[src/rtl/td4_prog_loader.sv]
// TD4 program memory writer: a 16 x 8 RAM filled from a framed, checksummed byte stream.
// The CPU reads the RAM combinationally and is held in reset until a load succeeds.
module td4_prog_loader #(
  parameter int unsigned DEPTH = 16,
  parameter int unsigned AW    = 4,
  parameter int unsigned DW    = 8
) (
  input  logic          clk,
  input  logic          reset,
  input  logic [DW-1:0] rx_data,
  input  logic          rx_valid,
  output logic          rx_ready,
  input  logic [AW-1:0] rd_addr,
  output logic [DW-1:0] rd_data,
  output logic          cpu_reset_n,
  output logic          busy,
  output logic          done,
  output logic          err
);

  localparam logic [DW-1:0] Header = DW'(8'hA5);

  typedef enum logic [2:0] {
    StIdle,
    StLen,
    StClear,
    StData,
    StCksum,
    StDone,
    StErr
  } state_e;

  state_e        state_q, state_d;
  logic [AW:0]   len_q, len_d;
  logic [AW-1:0] wptr_q, wptr_d;
  logic [AW-1:0] cptr_q, cptr_d;
  logic [DW-1:0] sum_q, sum_d;

  logic [DW-1:0] mem [DEPTH];
  logic          mem_we;
  logic [AW-1:0] mem_waddr;
  logic [DW-1:0] mem_wdata;

  logic accept;
  logic len_ok;

  assign rx_ready = (state_q != StClear);
  assign accept   = rx_valid && rx_ready;
  assign len_ok   = (rx_data != '0) && (32'(rx_data) <= DEPTH);
  assign rd_data  = mem[rd_addr];

  always_ff @(posedge clk) begin
    if (reset) begin
      state_q <= StIdle;
      len_q   <= '0;
      wptr_q  <= '0;
      cptr_q  <= '0;
      sum_q   <= '0;
    end else begin
      state_q <= state_d;
      len_q   <= len_d;
      wptr_q  <= wptr_d;
      cptr_q  <= cptr_d;
      sum_q   <= sum_d;
    end
  end

  // RAM contents deliberately survive reset; a write in a reset cycle is dropped.
  always_ff @(posedge clk) begin
    if (mem_we && !reset) begin
      mem[mem_waddr] <= mem_wdata;
    end
  end

  always_comb begin
    state_d     = state_q;
    len_d       = len_q;
    wptr_d      = wptr_q;
    cptr_d      = cptr_q;
    sum_d       = sum_q;
    mem_we      = 1'b0;
    mem_waddr   = wptr_q;
    mem_wdata   = rx_data;
    busy        = 1'b0;
    done        = 1'b0;
    err         = 1'b0;
    cpu_reset_n = 1'b0;

    unique case (state_q)
      StIdle: begin
        if (accept && rx_data == Header) begin
          state_d = StLen;
        end
      end
      StLen: begin
        busy = 1'b1;
        if (accept) begin
          if (len_ok) begin
            len_d   = rx_data[AW:0];
            wptr_d  = '0;
            cptr_d  = '0;
            sum_d   = '0;
            state_d = StClear;
          end else begin
            state_d = StErr;
          end
        end
      end
      StClear: begin
        busy      = 1'b1;
        mem_we    = 1'b1;
        mem_waddr = cptr_q;
        mem_wdata = '0;
        cptr_d    = cptr_q + 1'b1;
        if (cptr_q == AW'(DEPTH - 1)) begin
          state_d = StData;
        end
      end
      StData: begin
        busy = 1'b1;
        if (accept) begin
          mem_we = 1'b1;
          sum_d  = sum_q + rx_data;
          wptr_d = wptr_q + 1'b1;
          if ({1'b0, wptr_q} == len_q - 1'b1) begin
            state_d = StCksum;
          end
        end
      end
      StCksum: begin
        busy = 1'b1;
        if (accept) begin
          state_d = (rx_data == sum_q) ? StDone : StErr;
        end
      end
      StDone: begin
        done        = 1'b1;
        cpu_reset_n = 1'b1;
        if (accept && rx_data == Header) begin
          state_d = StLen;
        end
      end
      StErr: begin
        err = 1'b1;
        if (accept && rx_data == Header) begin
          state_d = StLen;
        end
      end
      default: state_d = StIdle;
    endcase
  end

endmodule

[config.mk]
export PLATFORM = sky130hd
export DESIGN_NAME = td4_prog_loader
export DESIGN_NICKNAME = d
export VERILOG_FILES = /design/src/rtl/td4_prog_loader.sv
export SDC_FILE = /design/constraint.sdc
export NUM_CORES = 1
export LEC_CHECK = 0
export ABC_AREA = 1
export CAP_MARGIN = 20
export CORE_ASPECT_RATIO = 0.9
export CORE_MARGIN = 5
export CORE_UTILIZATION = 35
export CTS_CLUSTER_DIAMETER = 40
export DETAILED_ROUTE_END_ITERATION = 10
export GPL_TIMING_DRIVEN = 0
export PLACE_DENSITY = 0.47
export RECOVER_POWER = 25
export SYNTH_ARGS = -nofsm -noshare
export SYNTH_HDL_FRONTEND = slang
export SYNTH_SLANG_ARGS = --single-unit
[constraint.sdc]
create_clock -name clk -period 2.8 [get_ports clk]
set_clock_uncertainty 0.15 [all_clocks]
set_input_delay 0.56 -clock clk [delete_from_list [all_inputs] [get_ports clk]]
set_output_delay 0.56 -clock clk [all_outputs]
set_load 0.05 [all_outputs]
==> reports/metrics.yaml, run 1 <==
die_w_um: 160.4
final_cells: 964
crit_family: "buffers and inverters"
whs_ns: 0.2209
synthAdderAreaFrac_pct: 2.037
clockBufferDepth: 2
grt_pass1_wl_mm: 27.92
postSynthCellCount: 655
synth_top_family_by_area: "compound AO/OA/AOI/OAI gates"
slew_violations: 0
critical_path.max_fanout: 10
synth_cell_types: 38
track_usage_pct: 15.63
maxSlewHeadroom_pct: 43.49
path_cells: "buf_2, inv_1, clkbuf_2, o21ai_0, o211ai_1, nand2_1, buf_2"
hpwl_mm: 12.75
h-tree-depth: 4
postLayoutCoreUtil_pct: 41.12
cts_inserted_buffers: 17
leakagePower_uw: 0.003139
ys.flop_type: "edfxtp_1"
core_um2: 19990
drc_errors: 0
max_stage_delay_ns: 0.48
clkSinkCount: 152
synth_warnings: 0
tritoncts: "done"
dr.pass1.iters: 5
mostFrequentLayoutCells: "edfxtp_1 (128), nand2_1 (92), inv_1 (71), a21oi_1 (62), o21ai_0 (46)"
final_common_cell: "edfxtp_1"
routed_wl_mm: 17.90
synth.yosys.seq_area_share_pct: 60.67
finalNetCount: 722
finalCritPeriodShare_pct: 97.31
io_buffers: 22
worst_pin_slew_ns: 0.8446
dp.cells: 932
synthMuxAreaShare_pct: 4.494
crit_required_ns: 2.09
cts_root_buf: "clkbuf_16"
path_class: "input pin to primary output"
antenna_found_initial: 0
cp_common_cell: "buf_2"
synth_simple_gate_area_share_pct: 12.25
status: "completed"
maxCapViolations: 0
rsz0062_at_grt: "no"
clock_latency_ns: 0.43
synth_fp_nets: 681
drive_gt1_share_pct: 14.10
synth_edf_count: 128
synth_xor_area_share_pct: 0.3687
endpoint_kind: "primary output"
worst-path-buf-inv: 4
vias_per_cell: 5.108
synth-compound-area-share_pct: 13.41
start_util_pct: 35.66
first_global_vias: 4826
route.vias.total: 4924
hp-class: "input pin to register"
cts_setup_buffers: 0
vdd.ir_drop.worst_mv: 0.5189
start_kind: "input pin"
routedWlPerCell_um: 18.56
async_flop_share_pct: 0
ant_nets: 0
crit_slowest_cell: "o21ai_0"
synth_area_um2: 7127
setup_violations: 0
ys_seq_elements: 152
grt_overflow: 0
pin_count: 28
period_needed_ns: 2.725
rows: 49
antenna_cells: 0
power.density_nw_per_um2: 735.1
dieArea_um2: 23320
critPathArrivalTime_ns: 2.01
drt-initial-drc-count: 303
clk_pin_slew_ns: 0.07
post_synth.cell_area_avg_um2: 10.88
grt_max_degree: 18
synthToLayoutAreaGrowth_pct: 15.33
fmax_mhz: 367.0
die_h_um: 145.4
hold_viol_final: 0
place_congestion: 0.8173
-- cell usage after synthesis, types with 6 or more instances --
| cell | n | area share [%] |
|---|---|---|
| nand2_1 | 92 | 4.8 |
| a21oi_1 | 62 | 4.4 |
| inv_2 | 7 | 0.37 |
| nand3_1 | 28 | 2.0 |
| clkbuf_1 | 12 | 0.63 |
| nor2_1 | 36 | 1.9 |
| buf_2 | 7 | 0.49 |
| o21ai_0 | 50 | 3.5 |
| nor3_1 | 6 | 0.42 |
| o211ai_1 | 33 | 3.5 |
| ha_1 | 10 | 1.8 |
| edfxtp_1 | 128 | 54 |
| mux2i_1 | 32 | 4.5 |
| nand4_1 | 7 | 0.61 |
| dfxtp_1 | 24 | 6.7 |
| inv_1 | 71 | 3.7 |
-- where the power goes --
part | switching (uW) | total (uW) | internal [uW]
combinational | 830 | 1150 | 325
clock | 1040 | 2230 | 1190
sequential | 36.0 | 2650 | 2620
total | 1910 | 6040 | 4130
-- what timing repair did --
item	in CTS	in global routing
setup endpoints to repair	11	9
gates resized for setup	39	26
hold buffers	0	0
-- path summary, 6_finish.rpt --
| kind | from | endpoint | slack [ns] | cells after the start |
|---|---|---|---|---|
| max | rd_addr[1] | rd_data[2] | 0.08 | 7 |
| min | reset | sum_q[7] | 0.22 | 2 |
| max reg2reg | state_q[2] | mem[7][1] | 0.34 | 7 |
| min reg2reg | sum_q[0] | sum_q[0] | 0.32 | 2 |
-- cells by family after synthesis --
family,after synthesis
fa+ha+maj,11
mux,32
xor+xnor,3
compound gates,159
buf+inv,108
flops,152
simple gates,190
-- registers in the layout, summed over array words and instances (netlist names) --
| register | flops |
|---|---|
| cptr_q | 4 |
| len_q | 5 |
| mem | 128 |
| state_q | 3 |
| sum_q | 8 |
| wptr_q | 4 |
-- metal layers --
layer	global-route usage, %	vias to the layer above	wire length (um)
met5	0	-	0
met4	4.129	0	187
met3	3.483	14	827
met2	24.14	93	8254
met1	22.33	2427	8626
li1	-	2390	-
-- metrics by stage --
stage,setup slack [ns],area [um2],setup TNS (ns),power (uW)
global route,0.004991,8219,0,6302
detailed placement,-0.6075,7666,-24.39,3894
floorplan,0.09768,7127,0,3540
finish,0.07540,8219,0,6042
global placement,-0.6116,7666,-20.52,3884
CTS,-0.004934,8263,-0.004934,6089
-- layout make-up --
cell class | count | area [um2]
tap | 255 | 319.1
sequential | 152 | 4324
inverter | 78 | 292.8
timing repair buffer | 22 | 175.2
fill | 1909 | 11770
buffer | 30 | 205.2
clock buffer | 17 | 425.4
clock inverter | 15 | 153.9
multi-input combinational | 395 | 2323
Note: power is estimated with default switching activity, not from simulation.
==> inputs of run 2 (changes only) <==
--- a/config.mk
+++ b/config.mk
@@ -12,8 +12,9 @@
 export CORE_UTILIZATION = 35
 export CTS_CLUSTER_DIAMETER = 40
 export DETAILED_ROUTE_END_ITERATION = 10
+export DONT_BUFFER_PORTS = 1
 export GPL_TIMING_DRIVEN = 0
-export PLACE_DENSITY = 0.47
+export PLACE_DENSITY = 0.45
 export RECOVER_POWER = 25
 export SYNTH_ARGS = -nofsm -noshare
 export SYNTH_HDL_FRONTEND = slang
==> run 2 against run 1 <==
Die area did not move. Critical path depth did not move. Setup slack got worse by 0.0090 ns. Global-route usage rose by 0.75 points. Sequential cell count did not move. Non-clock buffer count fell by 22. Design area fell by 1.1%. Register-to-register slack got worse by 0.15 ns. Clock power rose by 13%. Critical endpoint is now rd_data[4]. Largest cell class unchanged. Largest power group unchanged. Highest routed layer unchanged.
==> reports/metrics.yaml, run 2 (synthesized netlist as in run 1, its figures left out) <==
status: "completed"
maxSlewHeadroom_pct: 36.87  # -6.6 points
top_register: "mem"
route.vias.total: 4886  # -0.77%
worst_pin_slew_ns: 0.9434  # +0.09883 ns
die_h_um: 145.4  # unchanged
power.density_nw_per_um2: 776.9  # +5.7%
grt_max_degree: 17  # -1
hp-class: "input pin to register"
drt-initial-drc-count: 333  # +9.9%
synthToLayoutAreaGrowth_pct: 14.06
mostFrequentLayoutCells: "edfxtp_1 (128), nand2_1 (85), inv_1 (72), a21oi_1 (62), o21ai_0 (49)"
start_kind: "input pin"
drc_errors: 0  # unchanged
slew_violations: 0  # unchanged
fmax_mhz: 365.8  # -0.33%
hold_viol_final: 0  # unchanged
max_stage_delay_ns: 0.42  # -0.06 ns
finalCritPeriodShare_pct: 97.63  # +0.32 points
antenna_cells: 0  # unchanged
finalNetCount: 700  # -3.0%
whs_ns: 0.1972  # -0.02363 ns
tritoncts: "done"
cts_inserted_buffers: 17  # unchanged
setup_violations: 0  # unchanged
clk_pin_slew_ns: 0.07  # about the same
grt_pass1_wl_mm: 28.58  # +2.3%
path_cells: "buf_2, buf_6, buf_2, o21ai_0, o21ai_0, o211ai_1, nand2_1"
rows: 49  # unchanged
routedWlPerCell_um: 20.03  # +7.9%
dieArea_um2: 23320  # unchanged
critPathArrivalTime_ns: 2.02  # about the same
cts_setup_buffers: 0  # unchanged
crit_family: "buffers and inverters"
start_util_pct: 35.66  # unchanged
dr.pass1.iters: 5  # unchanged
leakagePower_uw: 0.003047  # -2.9%
crit_required_ns: 2.09  # about the same
reg_top3: "mem (128), sum_q (8), len_q (5)"
antenna_found_initial: 1  # +1
final_common_cell: "edfxtp_1"
path_class: "input pin to primary output"
place_congestion: 0.8513  # +4.2%
cts_root_buf: "clkbuf_16"
vdd.ir_drop.worst_mv: 0.3988  # -23%
fin_tns_setup_ns: 0  # unchanged
core_um2: 19990  # unchanged
dp.cells: 910  # -2.4%
first_global_vias: 4774  # -1.1%
critical_path.max_fanout: 10  # unchanged
routed_wl_mm: 18.86  # +5.4%
p_total_uw: 6316  # +4.5%
clkSinkCount: 152  # unchanged
clock_latency_ns: 0.43  # about the same
clockBufferDepth: 2  # unchanged
endpoint_kind: "primary output"
final_cells: 942  # -2.3%
die_w_um: 160.4  # unchanged
vias_per_cell: 5.187  # +1.5%
drive_gt1_share_pct: 13.25  # -0.86 points
rsz0062_at_grt: "no"
pin_count: 28  # unchanged
h-tree-depth: 4  # unchanged
ant_nets: 0  # unchanged
setup_ws_ns: 0.06642  # -0.008983 ns
grt_overflow: 0  # unchanged
hpwl_mm: 13.11  # +2.8%
place_ws_ns: -0.1139  # +0.4936 ns
io_buffers: 0  # -100%
maxCapViolations: 0  # unchanged
worst-path-buf-inv: 3  # -1
largest_reg_flops: 128  # unchanged
period_needed_ns: 2.734  # +0.008983 ns
track_usage_pct: 16.37  # +0.75 points
holdBufCountCts: 0  # unchanged
crit_slowest_cell: "nand2_1"
[run 2: cell count changes in the layout (fill, tap and decap cells not counted), moves of 3 or more]
| cell | before | now |
|---|---|---|
| clkbuf_2 | 7 | 2 |
| clkbuf_1 | 6 | 12 |
| o21ai_0 | 46 | 49 |
| nand2_1 | 92 | 85 |
| buf_2 | 13 | 4 |
| clkdlybuf4s50_1 | 9 | 0 |
| inv_6 | 4 | 7 |
| nand2_2 | 5 | 12 |
| o21ai_1 | 8 | 5 |
| bufinv_16 | 0 | 4 |
[run 2: stage by stage]
stage / cell area, um2 / utilization [%]
after floorplan: 7127 / -
after global placement: 7446 / 37.25
after detailed placement: 7451 / 37.28
after CTS: 8107 / 40.56
after global routing: 8129 / 40.67
final: 8129 / 40.67
[run 2: final cells by class]
cell class              instances  area [um2]
well taps                     255       319.1
flip-flops and latches        152        4324
plain buffers                  30       191.4
fillers                      1932       11860
clock buffers                  17       425.4
clock inverters                15       222.7
multi-input cells             395        2354
inverters                      78       292.8
[run 2: worst paths after layout]
path | startpoint | to | slack [ns] | cells past startpoint
max | rd_addr[0] | rd_data[4] | 0.07 | 7
min | rx_data[0] | len_q[0] | 0.20 | 2
max reg2reg | state_q[0] | mem[6][4] | 0.19 | 6
min reg2reg | sum_q[0] | sum_q[0] | 0.32 | 2
[run 2: power by group]
part / switching, uW / leakage, uW / internal [uW] / total [uW]
registers: 36.6 / 0.00135 / 2620 / 2660
logic: 838 / 0.00138 / 289 / 1130
clock network: 1000 / 0.000316 / 1530 / 2530
[run 2: metal layers]
metal	vias to the layer above	global-route usage, %	share of wire, %
met3	32	3.540	3.6
met4	0	5.677	1.7
met5	-	0	0
met1	2386	23.16	49
li1	2349	-	-
met2	119	24.98	46
[run 2: what timing repair did]
| item | CTS | global route |
|---|---|---|
| setup endpoints to repair | 3 | 7 |
| cloned | 0 | 0 |
| resized for setup | 5 | 9 |
==> inputs of run 3 (changes only) <==
--- a/config.mk
+++ b/config.mk
@@ -9,12 +9,12 @@
 export CAP_MARGIN = 20
 export CORE_ASPECT_RATIO = 0.9
 export CORE_MARGIN = 5
-export CORE_UTILIZATION = 35
-export CTS_CLUSTER_DIAMETER = 40
+export CORE_UTILIZATION = 63
+export CTS_CLUSTER_DIAMETER = 50
 export DETAILED_ROUTE_END_ITERATION = 10
 export DONT_BUFFER_PORTS = 1
 export GPL_TIMING_DRIVEN = 0
-export PLACE_DENSITY = 0.45
+export PLACE_DENSITY = 0.75
 export RECOVER_POWER = 25
 export SYNTH_ARGS = -nofsm -noshare
 export SYNTH_HDL_FRONTEND = slang
==> run 3 against run 2 <==
Design area fell by 3.3%. Count of clock-buffer cells in the layout is 3 higher. Global-route usage rose by 9.4 points. Die area decreased by 42%. Fmax hardly changed. Clock power down 19%. Critical path type unchanged. Critical endpoint is now rd_data[5]. Highest routed layer unchanged.
==> reports/metrics.yaml, run 3 (synthesized netlist as in run 1, its figures left out) <==
status: "completed"
clk_pin_slew_ns: 0.06  # about the same
path_cells: "buf_2, buf_2, mux2i_1, o21ai_0, o211ai_1, nand2_1"
max_stage_delay_ns: 0.41  # about the same
ant_nets: 0  # unchanged
start_kind: "input pin"
fillers: 813  # -58%
p_total_uw: 5795  # -8.2%
dieArea_um2: 13540  # -42%
path_class: "input pin to primary output"
tritoncts: "done"
power.density_nw_per_um2: 736.9  # -5.1%
finalCritPeriodShare_pct: 97.68  # about the same
final_common_cell: "edfxtp_1"
maxCapViolations: 0  # unchanged
drc_errors: 0  # unchanged
synthToLayoutAreaGrowth_pct: 10.34
track_usage_pct: 25.77  # +9.4 points
cp_common_cell: "buf_2"
switching_share_pct: 29.16  # -0.57 points
die_w_um: 122.1  # -24%
setup_violations: 0  # unchanged
worst-path-buf-inv: 2  # -1
top_register: "mem"
cts_root_buf: "clkbuf_16"
grt_pass1_wl_mm: 25.70  # -10%
grt_overflow: 0  # unchanged
drive_gt1_share_pct: 12.23  # -1.0 points
vdd.ir_drop.worst_mv: 0.8449  # +110%
fmax_mhz: 365.6  # about the same
hold_viol_final: 0  # unchanged
antenna_found_initial: 0  # -1
setup_ws_ns: 0.06503  # -0.001387 ns
hpwl_mm: 11.10  # -15%
regArea_um2: 4324  # unchanged
place_ws_ns: -0.02972  # +0.08418 ns
maxSlewHeadroom_pct: 33.47  # -3.4 points
pwr-share-comb_pct: 18.7  # +0.8 points
p_int_uw: 4105  # -7.5%
finalNetCount: 700  # unchanged
vias_per_cell: 5.907  # +14%
crit_family: "compound AO/OA/AOI/OAI gates"
dr.pass1.iters: 6  # +1
clkSinkCount: 152  # unchanged
routedWlPerCell_um: 19.49  # -2.7%
multi_input_area_um2: 2340  # -0.59%
slew_violations: 0  # unchanged
first_global_vias: 4738  # -0.75%
hp-class: "input pin to register"
period_needed_ns: 2.735  # +0.001387 ns
route.vias.total: 4956  # +1.4%
clockBufferDepth: 2  # unchanged
start_util_pct: 65.11  # +29 points
place_congestion: 0.9416  # +11%
cts_inserted_buffers: 17  # unchanged
largest_reg_flops: 128  # unchanged
core_um2: 10950  # -45%
mostFrequentLayoutCells: "edfxtp_1 (128), nand2_1 (89), inv_1 (71), a21oi_1 (62), o21ai_0 (51)"
seqPwrFrac_pct: 45.9  # +3.9 points
io_buffers: 0  # unchanged
crit_slowest_cell: "nand2_1"
drt-initial-drc-count: 640  # +92%
holdBufCountCts: 0  # unchanged
critPathArrivalTime_ns: 2.02  # about the same
worst_pin_slew_ns: 0.9942  # +0.05081 ns
reg_top3: "mem (128), sum_q (8), len_q (5)"
antenna_cells: 0  # unchanged
clock_latency_ns: 0.43  # about the same
rsz0062_at_grt: "no"
leakagePower_uw: 0.003002  # -1.5%
h-tree-depth: 4  # unchanged
grt_max_degree: 17  # unchanged
routed_wl_mm: 16.36  # -13%
pin_count: 28  # unchanged
p_sw_uw: 1690  # -10%
clkPwrFrac_pct: 35.4  # -4.7 points
die_h_um: 110.9  # -24%
endpoint_kind: "primary output"
critical_path.max_fanout: 10  # unchanged
crit_required_ns: 2.09  # about the same
rows: 36  # -27%
run 3: timing repair:
item,4_1_cts,5_1_grt
cloned,0,0
gates resized for setup,2,15
pin swaps,0,0
endpoints found under the setup margin,1,9
setup buffers,0,0
run 3: layout make-up:
| type | instances | area share (%) |
|---|---|---|
| flip-flops and latches | 152 | 54.99 |
| multi-input cells | 395 | 29.75 |
| clock buffers | 20 | 5.553 |
| inverters | 78 | 3.723 |
| plain buffers | 30 | 2.482 |
| well taps | 152 | 2.418 |
| clock inverters | 12 | 1.082 |
run 3: final timing paths:
check | startpoint | to | slack [ns] | cells past startpoint
worst min-delay path | rx_data[4] | len_q[4] | 0.18 | 2
worst max-delay path | rd_addr[0] | rd_data[5] | 0.07 | 6
worst max register to register | state_q[2] | mem[2][0] | 0.23 | 7
worst min register to register | sum_q[0] | sum_q[0] | 0.32 | 2
run 3: per-layer routing:
| layer | GRT usage, % | vias to the layer above | wire [um] |
|---|---|---|---|
| met3 | 7.755 | 29 | 1874 |
| met1 | 35.82 | 2345 | 6537 |
| li1 | - | 2350 | - |
| met4 | 10.75 | 0 | 330 |
| met2 | 37.85 | 232 | 7613 |
| met5 | 0 | - | 0 |
run 3: through the flow:
step / hold slack, ns / cells / utilization, % / area (um2) / setup TNS, ns
detailed placement: 0.3138 / 807 / 66.90 / 7322 / -0.02972
global placement: 0.3042 / 807 / 66.85 / 7317 / 0
CTS: 0.1719 / 839 / 71.70 / 7848 / 0
finish: 0.1793 / 839 / 71.85 / 7864 / 0
floorplan: 0.2937 / 655 / - / 7127 / 0
global route: 0.2063 / 839 / 71.85 / 7864 / 0
run 3: power by group through the flow:
stage	combinational [uW]	clock, uW	sequential [uW]
floorplan	847	0	2690
global route	1170	2160	2660
CTS	1080	2070	2660
global placement	1040	0	2700
detailed placement	1070	0	2700
finish	1090	2050	2660
